$ cat src/rtl/data_mem_pkg.sv
`default_nettype none
// ============================================================================
//  Module      : data_mem_pkg
//  Description : Shared types and default widths for the data-memory arbiter
//                (secondary-path FSM encoding, address/data widths).
//  Revision    : 1.0 - initial release
// ============================================================================
package data_mem_pkg;

  // Default data-memory geometry
  localparam int DEF_ADDR_W = 8;
  localparam int DEF_DATA_W = 16;

  // Secondary-path sequencer: take a request, wait for a free memory cycle,
  // then pulse the acknowledge for one cycle.
  typedef enum logic [1:0] {
    ST_IDLE = 2'd0,
    ST_PEND = 2'd1,
    ST_ACK  = 2'd2
  } sec_state_t;

endpackage : data_mem_pkg
`default_nettype wire

$ cat src/rtl/data_mem_arbiter_rr.sv
`default_nettype none
// ============================================================================
//  Module      : rr_arbiter2
//  Description : Two-input round-robin pick. A single request wins outright;
//                when both request, the priority pointer decides. After a
//                port has been served the pointer moves to the other port.
//  Revision    : 1.0 - initial release
// ============================================================================
module rr_arbiter2 (
  input  logic       clk,
  input  logic       reset,
  input  logic [1:0] req_i,
  input  logic       update_i,
  input  logic       served_i,
  output logic       grant_o
);

  // Priority pointer: index of the port that wins a tie
  logic rr_q;

  // Hand priority to the port that was not just served
  always_ff @(posedge clk) begin
    if (reset) begin
      rr_q <= 1'b0;
    end else if (update_i) begin
      rr_q <= ~served_i;
    end
  end

  // Grant index; with no request the value is irrelevant and follows rr
  always_comb begin
    case (req_i)
      2'b01:   grant_o = 1'b0;
      2'b10:   grant_o = 1'b1;
      default: grant_o = rr_q;
    endcase
  end

endmodule : rr_arbiter2
`default_nettype wire

$ cat src/rtl/data_mem_arbiter.sv
`default_nettype none
// ============================================================================
//  Module      : data_mem_arbiter
//  Description : Shares the single data-memory port between the processor
//                (always wins, zero latency, cannot stall) and two secondary
//                requesters served round-robin through a req/ack handshake
//                in cycles the processor leaves the memory idle.
//  Revision    : 1.0 - initial release
// ============================================================================
module data_mem_arbiter
  import data_mem_pkg::*;
#(
  parameter int ADDR_W       = DEF_ADDR_W,
  parameter int DATA_W       = DEF_DATA_W,
  parameter int CNT_W        = 6,
  // Must stay below 2**CNT_W so the saturating counter can reach it
  parameter int STARVE_LIMIT = 32
) (
  input  logic              clk,
  input  logic              reset,
  // Processor data-memory pins
  input  logic [ADDR_W-1:0] cpu_addr,
  input  logic              cpu_re,
  input  logic              cpu_we,
  input  logic [DATA_W-1:0] cpu_wdata,
  output logic [DATA_W-1:0] cpu_rdata,
  // Secondary port 0 (serial loader)
  input  logic              p0_req,
  input  logic              p0_we,
  input  logic [ADDR_W-1:0] p0_addr,
  input  logic [DATA_W-1:0] p0_wdata,
  output logic              p0_ack,
  // Secondary port 1 (debug/DMA)
  input  logic              p1_req,
  input  logic              p1_we,
  input  logic [ADDR_W-1:0] p1_addr,
  input  logic [DATA_W-1:0] p1_wdata,
  output logic              p1_ack,
  output logic [DATA_W-1:0] sec_rdata,
  // Data RAM
  output logic [ADDR_W-1:0] mem_addr,
  output logic              mem_we,
  output logic [DATA_W-1:0] mem_wdata,
  input  logic [DATA_W-1:0] mem_rdata,
  output logic              starve
);

  localparam logic [CNT_W-1:0] CNT_MAX   = '1;
  localparam logic [CNT_W-1:0] STARVE_TH = CNT_W'(STARVE_LIMIT);

  // --------------------------------------------------------------------------
  // State
  // --------------------------------------------------------------------------
  sec_state_t        state_q;
  logic              sel_q;
  logic              hold_we_q;
  logic [ADDR_W-1:0] hold_addr_q;
  logic [DATA_W-1:0] hold_wdata_q;
  logic [CNT_W-1:0]  wait_cnt_q;
  logic [CNT_W-1:0]  wait_cnt_d;
  logic              p0_ack_q;
  logic              p1_ack_q;
  logic [DATA_W-1:0] sec_rdata_q;

  logic              cpu_busy;
  logic              any_req;
  logic              grant;
  logic              req_we;
  logic [ADDR_W-1:0] req_addr;
  logic [DATA_W-1:0] req_wdata;

  assign cpu_busy  = cpu_re | cpu_we;
  assign any_req   = p0_req | p1_req;
  assign cpu_rdata = mem_rdata;

  // --------------------------------------------------------------------------
  // Round-robin pick between the two secondary ports
  // --------------------------------------------------------------------------
  rr_arbiter2 u_rr (
    .clk      (clk),
    .reset    (reset),
    .req_i    ({p1_req, p0_req}),
    .update_i (state_q == ST_ACK),
    .served_i (sel_q),
    .grant_o  (grant)
  );

  // Request fields of the port that would be accepted this cycle
  always_comb begin
    req_we    = grant ? p1_we    : p0_we;
    req_addr  = grant ? p1_addr  : p0_addr;
    req_wdata = grant ? p1_wdata : p0_wdata;
  end

  // Saturating increment of the blocked-cycle counter
  always_comb begin
    wait_cnt_d = (wait_cnt_q == CNT_MAX) ? wait_cnt_q : wait_cnt_q + 1'b1;
  end

  // Secondary sequencer with registered acks and read-data capture
  always_ff @(posedge clk) begin
    if (reset) begin
      state_q      <= ST_IDLE;
      sel_q        <= 1'b0;
      hold_we_q    <= 1'b0;
      hold_addr_q  <= '0;
      hold_wdata_q <= '0;
      wait_cnt_q   <= '0;
      p0_ack_q     <= 1'b0;
      p1_ack_q     <= 1'b0;
      sec_rdata_q  <= '0;
    end else begin
      p0_ack_q <= 1'b0;
      p1_ack_q <= 1'b0;
      case (state_q)
        ST_IDLE: begin
          // Requester inputs are only sampled here; they are frozen after
          if (any_req) begin
            sel_q        <= grant;
            hold_we_q    <= req_we;
            hold_addr_q  <= req_addr;
            hold_wdata_q <= req_wdata;
            state_q      <= ST_PEND;
          end
        end
        ST_PEND: begin
          if (!cpu_busy) begin
            // Access cycle: the held request owns the memory port now
            if (!hold_we_q) begin
              sec_rdata_q <= mem_rdata;
            end
            p0_ack_q <= ~sel_q;
            p1_ack_q <= sel_q;
            state_q  <= ST_ACK;
          end else begin
            wait_cnt_q <= wait_cnt_d;
          end
        end
        ST_ACK: begin
          wait_cnt_q <= '0;
          state_q    <= ST_IDLE;
        end
        default: begin
          state_q <= ST_IDLE;
        end
      endcase
    end
  end

  // Memory port mux: processor first, then a PEND access cycle, else quiet
  always_comb begin
    mem_addr  = '0;
    mem_we    = 1'b0;
    mem_wdata = '0;
    if (cpu_busy) begin
      mem_addr  = cpu_addr;
      mem_we    = cpu_we;
      mem_wdata = cpu_wdata;
    end else if (state_q == ST_PEND) begin
      mem_addr  = hold_addr_q;
      mem_we    = hold_we_q;
      mem_wdata = hold_wdata_q;
    end
    // No RAM writes of any origin while reset is held
    if (reset) begin
      mem_we = 1'b0;
    end
  end

  assign p0_ack    = p0_ack_q;
  assign p1_ack    = p1_ack_q;
  assign sec_rdata = sec_rdata_q;
  assign starve    = (state_q == ST_PEND) && (wait_cnt_q >= STARVE_TH);

endmodule : data_mem_arbiter
`default_nettype wire
$ cat config.mk
export PLATFORM = sky130hd
export DESIGN_NAME = data_mem_arbiter
export DESIGN_NICKNAME = d
export VERILOG_FILES = /design/src/rtl/data_mem_pkg.sv /design/src/rtl/data_mem_arbiter_rr.sv /design/src/rtl/data_mem_arbiter.sv
export SDC_FILE = /design/constraint.sdc
export NUM_CORES = 1
export LEC_CHECK = 0
export ABC_AREA = 1
export CAP_MARGIN = 20
export CORE_AREA = 2 2 89 91
export CTS_BUF_LIST = sky130_fd_sc_hd__clkbuf_8 sky130_fd_sc_hd__clkbuf_16
export DETAILED_ROUTE_END_ITERATION = 8
export DIE_AREA = 0 0 91 93
export GPL_ROUTABILITY_DRIVEN = 0
export PLACE_DENSITY = 0.86
export SYNTH_ARGS = -nofsm -noshare
export SYNTH_HDL_FRONTEND = slang
export SYNTH_SLANG_ARGS = --single-unit
export TNS_END_PERCENT = 100
$ cat constraint.sdc
create_clock -name clk -period 2.1 [get_ports clk]
set_clock_uncertainty 0.1 [all_clocks]
set_input_delay 0.63 -clock clk [delete_from_list [all_inputs] [get_ports clk]]
set_output_delay 0.63 -clock clk [all_outputs]
set_load 0.005 [all_outputs]
==> impl_metrics.ini <==
[status]
outcome = complete, but fails checks
violations = setup timing

[timing]
drv_slew = 0
finalHoldWorstSlack_ps = 373.7
hold_viol_final = 0
rsz0062_at_grt = yes
fin_crit_ps = 2228
fmax_mhz = 448.8
setup_viol_count_final = 25
worstMarginPinSlew_ps = 546.4
tns_ps = -2582
finalWorstSetupSlack_ps = -128.0
slew_headroom = 0.6357
finalCritPeriodShare = 1.061

[drt]
post_drt_wl_per_cell_um = 13.19
drt-vias-per-instance = 4.579
postRouteAntennaNets = 0
drt_iter0_markers = 223
first_pass_iters = 4
remaining_drc_errors = 0
vias = 3256
drt_wl_total_um = 9377

[synthesis]
synth.cell_area_um2 = 2920
synth-compound-area-share = 0.1410
yosys-top-cells-count = nand2_1 (139), inv_1 (67), dfxtp_1 (53)
synth_nets = 546
synth_top_cell_by_area = dfxtp_1
netlist_instances = 446
synth_ff_type = dfxtp_1
ys_ff_latch = 53
async_reset_ff_frac = 0
avgSynthCellArea_um2 = 6.548
synth_xor_area_frac = 0
yosysMostFrequentCell = nand2_1
synth-adder-area-share = 0.01714
synth.distinct_cells = 26
yosys_warnings = 0
yosys.area_share.simple = 0.3033
ys_top_cells_by_area = dfxtp_1 (36%), nand2_1 (18%), inv_1 (8.6%), a21oi_1 (5.7%), nand3_1 (5.3%)
synthMuxAreaShare = 0
yosysSeqAreaShare = 0.3633
yosysTopAreaCellShare = 0.3633
synth_top_family_by_area = simple AND/OR/NAND/NOR gates
synth_edf_count = 0

[placement]
dpl_cell_area_um2 = 4577
portBuffers = 155
pre_cts_ws_ps = -865.0
dp_hpwl_um = 6445

[final_layout]
syn_to_final_growth_pct = 68.25
drive_gt1_frac = 0.2282
fin_nets = 708
multiInputGateArea_um2 = 1488
fillers = 660
n_antenna_cell = 0
postLayoutCellArea_um2 = 4913
regArea_um2 = 1061

[power_and_ir_drop]
power_uw = 2675
p_leak_uw = 0.002296
power_density_nw_per_um2 = 544.5
ir_drop_uv = 410.5

[clock_network]
clock-sinks = 53
root_buffer = clkbuf_8
path_clk_slew_ps = 100
cts_buffer_depth = 2
cts.hold.buffers_added = 0
cts_max_level = 2
cts_buffers = 5
clk_latency_ps = 300
cts_tree = done

[worst_setup_path]
arrival_ps = 1500
critPathMaxFanout = 5
critPathRequiredTime_ps = 1370
critPathCaptureType = output pin
r2r_start = wait_cnt_q[0]
critPathKind = primary input to output pin
cp-startpoint = cpu_we
critical_path.startpoint_type = primary input

[min_path]
hp-class = register to register
hold_start = sec_rdata[3]

[global_routing]
grt_pass1_wl_um = 14930
antenna_found_initial = 0
grt.overflow.total = 0
grt_pass1_vias = 3278
grt_max_degree = 47
grt_use_total = 0.2158

[floorplanning]
dieArea_um2 = 8463
core_um2 = 7527
start_util = 0.3880
die_x_um = 91
pin_count = 156
rows = 32
die_h_um = 93

[run]
cap_viol_max_count = 0
## layout by cell type, fill, tap and decap left out, types with 7 or more instances in the layout
cell	n
dfxtp_1	53
clkdlybuf4s50_1	110
o21ai_1	16
o21ai_2	8
buf_4	25
nand3_1	31
inv_1	66
buf_2	25
nor2_1	19
nand2_1	114
a21oi_2	10
nand2_2	29
a21oi_1	33
nand2_4	8
dlygate4sd2_1	11
buf_12	7
## layer usage
| layer | part of all wire | wire (um) | up-vias | track usage |
|---|---|---|---|---|
| li1 | - | - | 1672 | - |
| met1 | 0.40 | 3726 | 1476 | 0.2445 |
| met2 | 0.53 | 4995 | 96 | 0.4136 |
| met3 | 0.053 | 495 | 12 | 0.03626 |
| met4 | 0.017 | 159 | 0 | 0.06313 |
| met5 | 0 | 0 | - | 0 |
## final cells by class
type	instances	area share
well taps	102	0.02597
flip-flops and latches	53	0.2159
clock buffers	5	0.01401
inverters	73	0.06035
clock inverters	3	0.01324
repair buffers	191	0.3677
multi-input cells	284	0.3028
## final timing paths
check                  endpoint  cells after the start  slack, ps
hold reg to reg    sec_rdata[3]                      2        370
setup reg to reg  wait_cnt_q[0]                      7        640
setup / recovery    mem_addr[2]                      9       -130
hold / removal     sec_rdata[3]                      2        370
## worst max-delay path, stage by stage
cell and delay [ps]:
buf_6 100, nor2_4 130, buf_12 130, inv_12 40, buf_12 130, buf_12 120, nand2_4 50, o21ai_2 40
buf_2 120
## report_power, final
group          leakage, uW  switching (uW)  internal, uW
Combinational      0.00179             362           408
Clock            0.0000681             328           473
Sequential        0.000435            26.8          1080
## stage by stage
| stage | utilization | cells |
|---|---|---|
| after floorplan | - | 446 |
| after global placement | 0.6080 | 694 |
| after detailed placement | 0.6080 | 694 |
| after CTS | 0.6506 | 712 |
| after global routing | 0.6528 | 711 |
| final | 0.6528 | 711 |
## sequential cells by signal (all words and copies together) (netlist names)
name,flops
hold_wdata_q,16
sec_rdata,16
hold_addr_q,8
wait_cnt_q,6
state_q,2
hold_we_q,1
p0_ack,1
p1_ack,1
sel_q,1
u_rr.rr_q,1
## repair_timing
| action | CTS | global route |
|---|---|---|
| endpoints found under the setup margin | 45 | 50 |
| gates cloned | 4 | 0 |
| resized for setup | 192 | 28 |
| buffers inserted | 6 | 2 |
| pin swaps | 2 | 4 |
## kinds of logic (layout without fill, tap and decap cells)
| family | Yosys count | in the layout |
|---|---|---|
| simple gates | 208 | 208 |
| flops | 53 | 53 |
| fa+ha+maj | 4 | 4 |
| compound gates | 72 | 72 |
| buf+inv | 109 | 272 |
(Power assumes the default switching activity.)
